<file path="src/rtl/arb_mux2_pkg.sv">
// Shared types and constants for the two-source round-robin stream arbiter.
package arb_mux2_pkg;

    typedef enum logic [1:0] {
        IDLE    = 2'd0,
        GRANT_A = 2'd1,
        GRANT_B = 2'd2
    } state_e;

    localparam logic SEL_A = 1'b0;
    localparam logic SEL_B = 1'b1;

endpackage

</file>
<file path="src/rtl/rr_arb2.sv">
// Combinational two-request round-robin pick; the priority pointer is owned by the caller.
module rr_arb2
    import arb_mux2_pkg::*;
(
    input  logic       req_a_i,
    input  logic       req_b_i,
    input  logic       pri_i,
    output logic [1:0] gnt_o
);

    logic win_b;

    always_comb begin
        win_b = 1'b0;
        if (req_a_i && req_b_i) begin
            win_b = (pri_i == SEL_B);
        end else if (req_b_i) begin
            win_b = 1'b1;
        end
        gnt_o = 2'b00;
        if (req_a_i || req_b_i) begin
            gnt_o = win_b ? 2'b10 : 2'b01;
        end
    end

endmodule

</file>
<file path="src/rtl/arb_mux2.sv">
// Packet-granular round-robin arbiter over two valid/ready sources with a
// registered output stage and a registered select for the downstream 2:1 mux.
module arb_mux2
    import arb_mux2_pkg::*;
#(
    parameter int WIDTH = 8
) (
    input  logic             clk,
    input  logic             rst,
    input  logic [WIDTH-1:0] a_data,
    input  logic             a_valid,
    input  logic             a_last,
    output logic             a_ready,
    input  logic [WIDTH-1:0] b_data,
    input  logic             b_valid,
    input  logic             b_last,
    output logic             b_ready,
    output logic [WIDTH-1:0] y_data,
    output logic             y_valid,
    output logic             y_last,
    input  logic             y_ready,
    output logic             sel,
    output logic             busy
);

    state_e           state_q, state_d;
    logic             pri_q, pri_d;
    logic             sel_q, sel_d;
    logic [WIDTH-1:0] y_data_q, y_data_d;
    logic             y_last_q, y_last_d;
    logic             y_valid_q, y_valid_d;

    logic       load_en;
    logic       a_xfer, b_xfer, eop;
    logic [1:0] gnt;

    // Ready depends only on state and the output register, never on a valid.
    always_comb begin
        load_en = !y_valid_q || y_ready;
        a_ready = (state_q == GRANT_A) && load_en;
        b_ready = (state_q == GRANT_B) && load_en;
        a_xfer  = a_valid && a_ready;
        b_xfer  = b_valid && b_ready;
        eop     = (a_xfer && a_last) || (b_xfer && b_last);
        pri_d   = pri_q;
        if (eop) begin
            pri_d = (state_q == GRANT_A) ? SEL_B : SEL_A;
        end
    end

    // Arbitrating against the already-flipped pointer gives back-to-back packets.
    rr_arb2 u_rr_arb2 (
        .req_a_i (a_valid),
        .req_b_i (b_valid),
        .pri_i   (pri_d),
        .gnt_o   (gnt)
    );

    always_comb begin
        state_d   = state_q;
        sel_d     = sel_q;
        y_data_d  = y_data_q;
        y_last_d  = y_last_q;
        y_valid_d = y_valid_q;

        if (state_q == IDLE || eop) begin
            if (gnt[0]) begin
                state_d = GRANT_A;
            end else if (gnt[1]) begin
                state_d = GRANT_B;
            end else begin
                state_d = IDLE;
            end
        end

        if (state_d == GRANT_A) begin
            sel_d = SEL_A;
        end else if (state_d == GRANT_B) begin
            sel_d = SEL_B;
        end

        if (a_xfer) begin
            y_data_d  = a_data;
            y_last_d  = a_last;
            y_valid_d = 1'b1;
        end else if (b_xfer) begin
            y_data_d  = b_data;
            y_last_d  = b_last;
            y_valid_d = 1'b1;
        end else if (y_ready) begin
            y_valid_d = 1'b0;
        end
    end

    always_ff @(posedge clk or posedge rst) begin
        if (rst) begin
            state_q   <= IDLE;
            pri_q     <= SEL_A;
            sel_q     <= SEL_A;
            y_data_q  <= '0;
            y_last_q  <= 1'b0;
            y_valid_q <= 1'b0;
        end else begin
            state_q   <= state_d;
            pri_q     <= pri_d;
            sel_q     <= sel_d;
            y_data_q  <= y_data_d;
            y_last_q  <= y_last_d;
            y_valid_q <= y_valid_d;
        end
    end

    assign y_data  = y_data_q;
    assign y_last  = y_last_q;
    assign y_valid = y_valid_q;
    assign sel     = sel_q;
    assign busy    = (state_q != IDLE);

endmodule

</file>
<file path="config.mk">
export PLATFORM = sky130hd
export DESIGN_NAME = arb_mux2
export DESIGN_NICKNAME = d
export VERILOG_FILES = /design/src/rtl/arb_mux2_pkg.sv /design/src/rtl/rr_arb2.sv /design/src/rtl/arb_mux2.sv
export SDC_FILE = /design/constraint.sdc
export NUM_CORES = 1
export LEC_CHECK = 0
export CAP_MARGIN = 20
export CORE_UTILIZATION = 30
export DETAILED_ROUTE_END_ITERATION = 10
export PLACE_DENSITY = 0.68
export SLEW_MARGIN = 10
export SYNTH_ARGS = -nofsm -noshare
export SYNTH_HDL_FRONTEND = slang
export SYNTH_SLANG_ARGS = --single-unit
</file>
<file path="constraint.sdc">
create_clock -name clk -period 1.56 [get_ports clk]
set_input_delay 0.234 -clock clk [delete_from_list [all_inputs] [get_ports clk]]
set_output_delay 0.234 -clock clk [all_outputs]
set_load 0.02 [all_outputs]
</file>
==> run metrics <==
Area growth syn-to-layout 88.1%; largest net degree at the start of global routing 15; FF/Latch Area 353 µm²; R2R setup slack -0.02 ns; count of input and output buffers 36; core area 2230 µm²; critical path data arrival time 1.76 ns; EDFF count, synth 0; synth unique cells 23; clock insertion delay at the later pin of the skew report 0.29 ns; die height 50.8 µm; share of cells above drive strength 1 0.309; Crit Path Class reg2reg; root buffer cell clkbuf_4; Post-DP Area 1260 µm²; antenna diode instance count 0; clk sinks 14; Multi-input gate area 413 µm²; vias after detailed routing 807; Rel. slew slack 0.650; Worst-path clk slew 0.08 ns; 1st-iter DRT viols 4; # fillers 200; most numerous cell in the Yosys netlist a21oi_1; drt via density 4.83; fin nets 164; slowest stage delay, CP 0.45 ns; first-pass GRT wire length 3590 µm; WHS 0.276 ns; max-slew violations 0; power density cells 1770 nW/µm²; Worst Path Required 1.73 ns; Synth Instances 82; Hold Vio Cnt, Final 0; Initial Util 0.320; drt first pass iters 2; hold buffer count at cts 0; # H-tree levels 1; share of the synthesized area in the top cell type 0.490; Buf+Inv Stages, Crit Path 0; routability cong. 0.787; worst r2r dst sel$_DFFE_PP0P_; Hold Crit Class in2async; unrepaired setup endpoints after global routing true; Yosys Warn Count 0; worst-path cell chain nor2b_4 > and2_4 > and3_4 > a211oi_2 > ha_1 > mux2i_1; max_cap viols 0; register area share after synthesis 0.490; top post-synthesis cells by count a21oi_1, dfrtp_1, nand2_1, nor2_1, nand3_1; mapped cell area 716 µm²; Avg Cell Area, Syn 8.73 µm²; CTS tree built; die width 50.8 µm; final period utilization 1.02; placed wire-length estimate 1590 µm; highest clock rate 631 MHz; DRC violations left 0; cell taking the most area after synthesis dfrtp_1; worst vdd ir 0.886 mV; fin crit period 1.58 ns; cell family with most CP delay flip-flops; status finished, violations left; crit path max fanout 4; CTS buffer count 3; FP Rows 17; GRT overflow 0; crit end category flip-flop; Critical Path Start Type flip-flop; top_reg_cell synth dfrtp_1; I/O pin cnt 37; Max clock buf depth 2; die area 2580 µm²; post-route cell area 1350 µm²; vias in the first global route 833; final count of negative-setup-slack endpoints 1; initial antenna violation count 0; measured slew at the worst slew-check pin 0.525 ns; Leak 0.618 nW; failing checks negative setup slack; WL/cell 12.8 µm; Setup Skew 0.00619 ns; total negative slack -0.0237 ns; Final ANT Viol Nets 0; FF+latch count, synth 14; GRT Resource Usage Total 0.194; final WL 2140 µm; R2R depth 6; asr flop ratio synth 1.00; Synth Net Count 106; setup ws final -0.0237 ns; Slowest cell on crit path dfrtp_2; Synth area leaders dfrtp_1, a21oi_1, nand2_1
[logic make-up (layout without fill, tap and decap cells)]
group,Yosys count,after routing,share of synthesized area
multiplexers,1,1,0.0140
flip-flops,14,14,0.490
adder cells (fa/ha/maj),1,1,0.0175
AND/OR/NAND/NOR,33,33,0.215
AO/OA/AOI/OAI,26,26,0.213
buffers and inverters,7,64,0.0507
[layout by cell type, fill, tap and decap left out]
cell type        synthesis  final
a31oi_1                  1      1
a211oi_1                 3      1
buf_6                    1      2
a21o_1                   1      1
nand3_1                  6      5
nor2b_4                  0      2
dlygate4sd2_1            0      2
mux2i_1                  1      1
dfrtp_2                  0      2
o2bb2ai_4                0      1
nand3_2                  0      1
a31o_1                   1      1
inv_1                    3      3
nand2b_4                 0      1
and3_1                   3      1
dfrtp_1                 14     12
or2_2                    1      1
a21oi_1                 18     16
a211oi_2                 0      1
a21oi_2                  0      2
clkbuf_1                 1      1
and2_4                   0      1
nand2_1                  9      9
nor2_1                   9      9
clkdlybuf4s50_1          0     31
buf_2                    1      2
clkbuf_4                 0      3
a211oi_4                 0      1
buf_4                    0     19
and3_4                   0      2
clkbuf_2                 1      1
a31o_2                   1      1
ha_1                     1      1
and2_1                   2      1
[layout make-up]
type                       count  area share
clock buffer                   4      0.0195
inverter                       3     0.00836
multi-input combinational     61       0.307
sequential                    14       0.262
tap                           28      0.0260
timing repair buffer          57       0.377
[sequential cells by signal (all words and copies together) (netlist names), named ones only]
register,cells
sel,1
y_data,8
y_valid,1
pri_q,1
state_q,1
y_last,1
[layer usage]
layer	share of wire	global-route usage	wire [µm]
met1	0.41	0.207	885
met2	0.52	0.342	1120
met3	0.033	0.0446	70
met4	0.030	0.125	65
met5	0	0	0
[timing repair]
action                     in CTS  in global routing
pin swaps                       7                  1
hold endpoints to repair        0                  0
setup endpoints to repair       4                  2
buffers inserted                2                  1
gates resized for setup        22                  4
[through the flow]
step | std cells | util | setup slack, ns | power, W
after global routing | 167 | 0.603 | -0.0930 | 0.00255
after global placement | 160 | 0.562 | -0.349 | 0.00202
final | 167 | 0.603 | -0.0237 | 0.00238
after CTS | 166 | 0.599 | -0.0422 | 0.00239
after floorplan | 82 | - | -0.119 | 0.00140
after detailed placement | 160 | 0.562 | -0.388 | 0.00205
[how the worst max path moves through the flow]
stage,startpoint,to,slack (ns),depth (start not counted)
3_3_place_gp,y_ready,sel$_DFFE_PP0P_,-0.35,7
2_1_floorplan,y_valid$_DFFE_PP0P_,sel$_DFFE_PP0P_,-0.12,8
4_1_cts,state_q[1]$_DFF_PP0_,sel$_DFFE_PP0P_,-0.04,6
6_report,flip-flop,sel$_DFFE_PP0P_,-0.02,6
3_5_place_dp,y_ready,sel$_DFFE_PP0P_,-0.39,7
5_1_grt,state_q[1]$_DFF_PP0_,sel$_DFFE_PP0P_,-0.09,7
[power breakdown]
part	internal, W	switching, W
Clock	0.0000996	0.000115
Sequential	0.000547	0.000125
Combinational	0.000786	0.000709
Total	0.00143	0.000948
(Power assumes the default switching activity.)
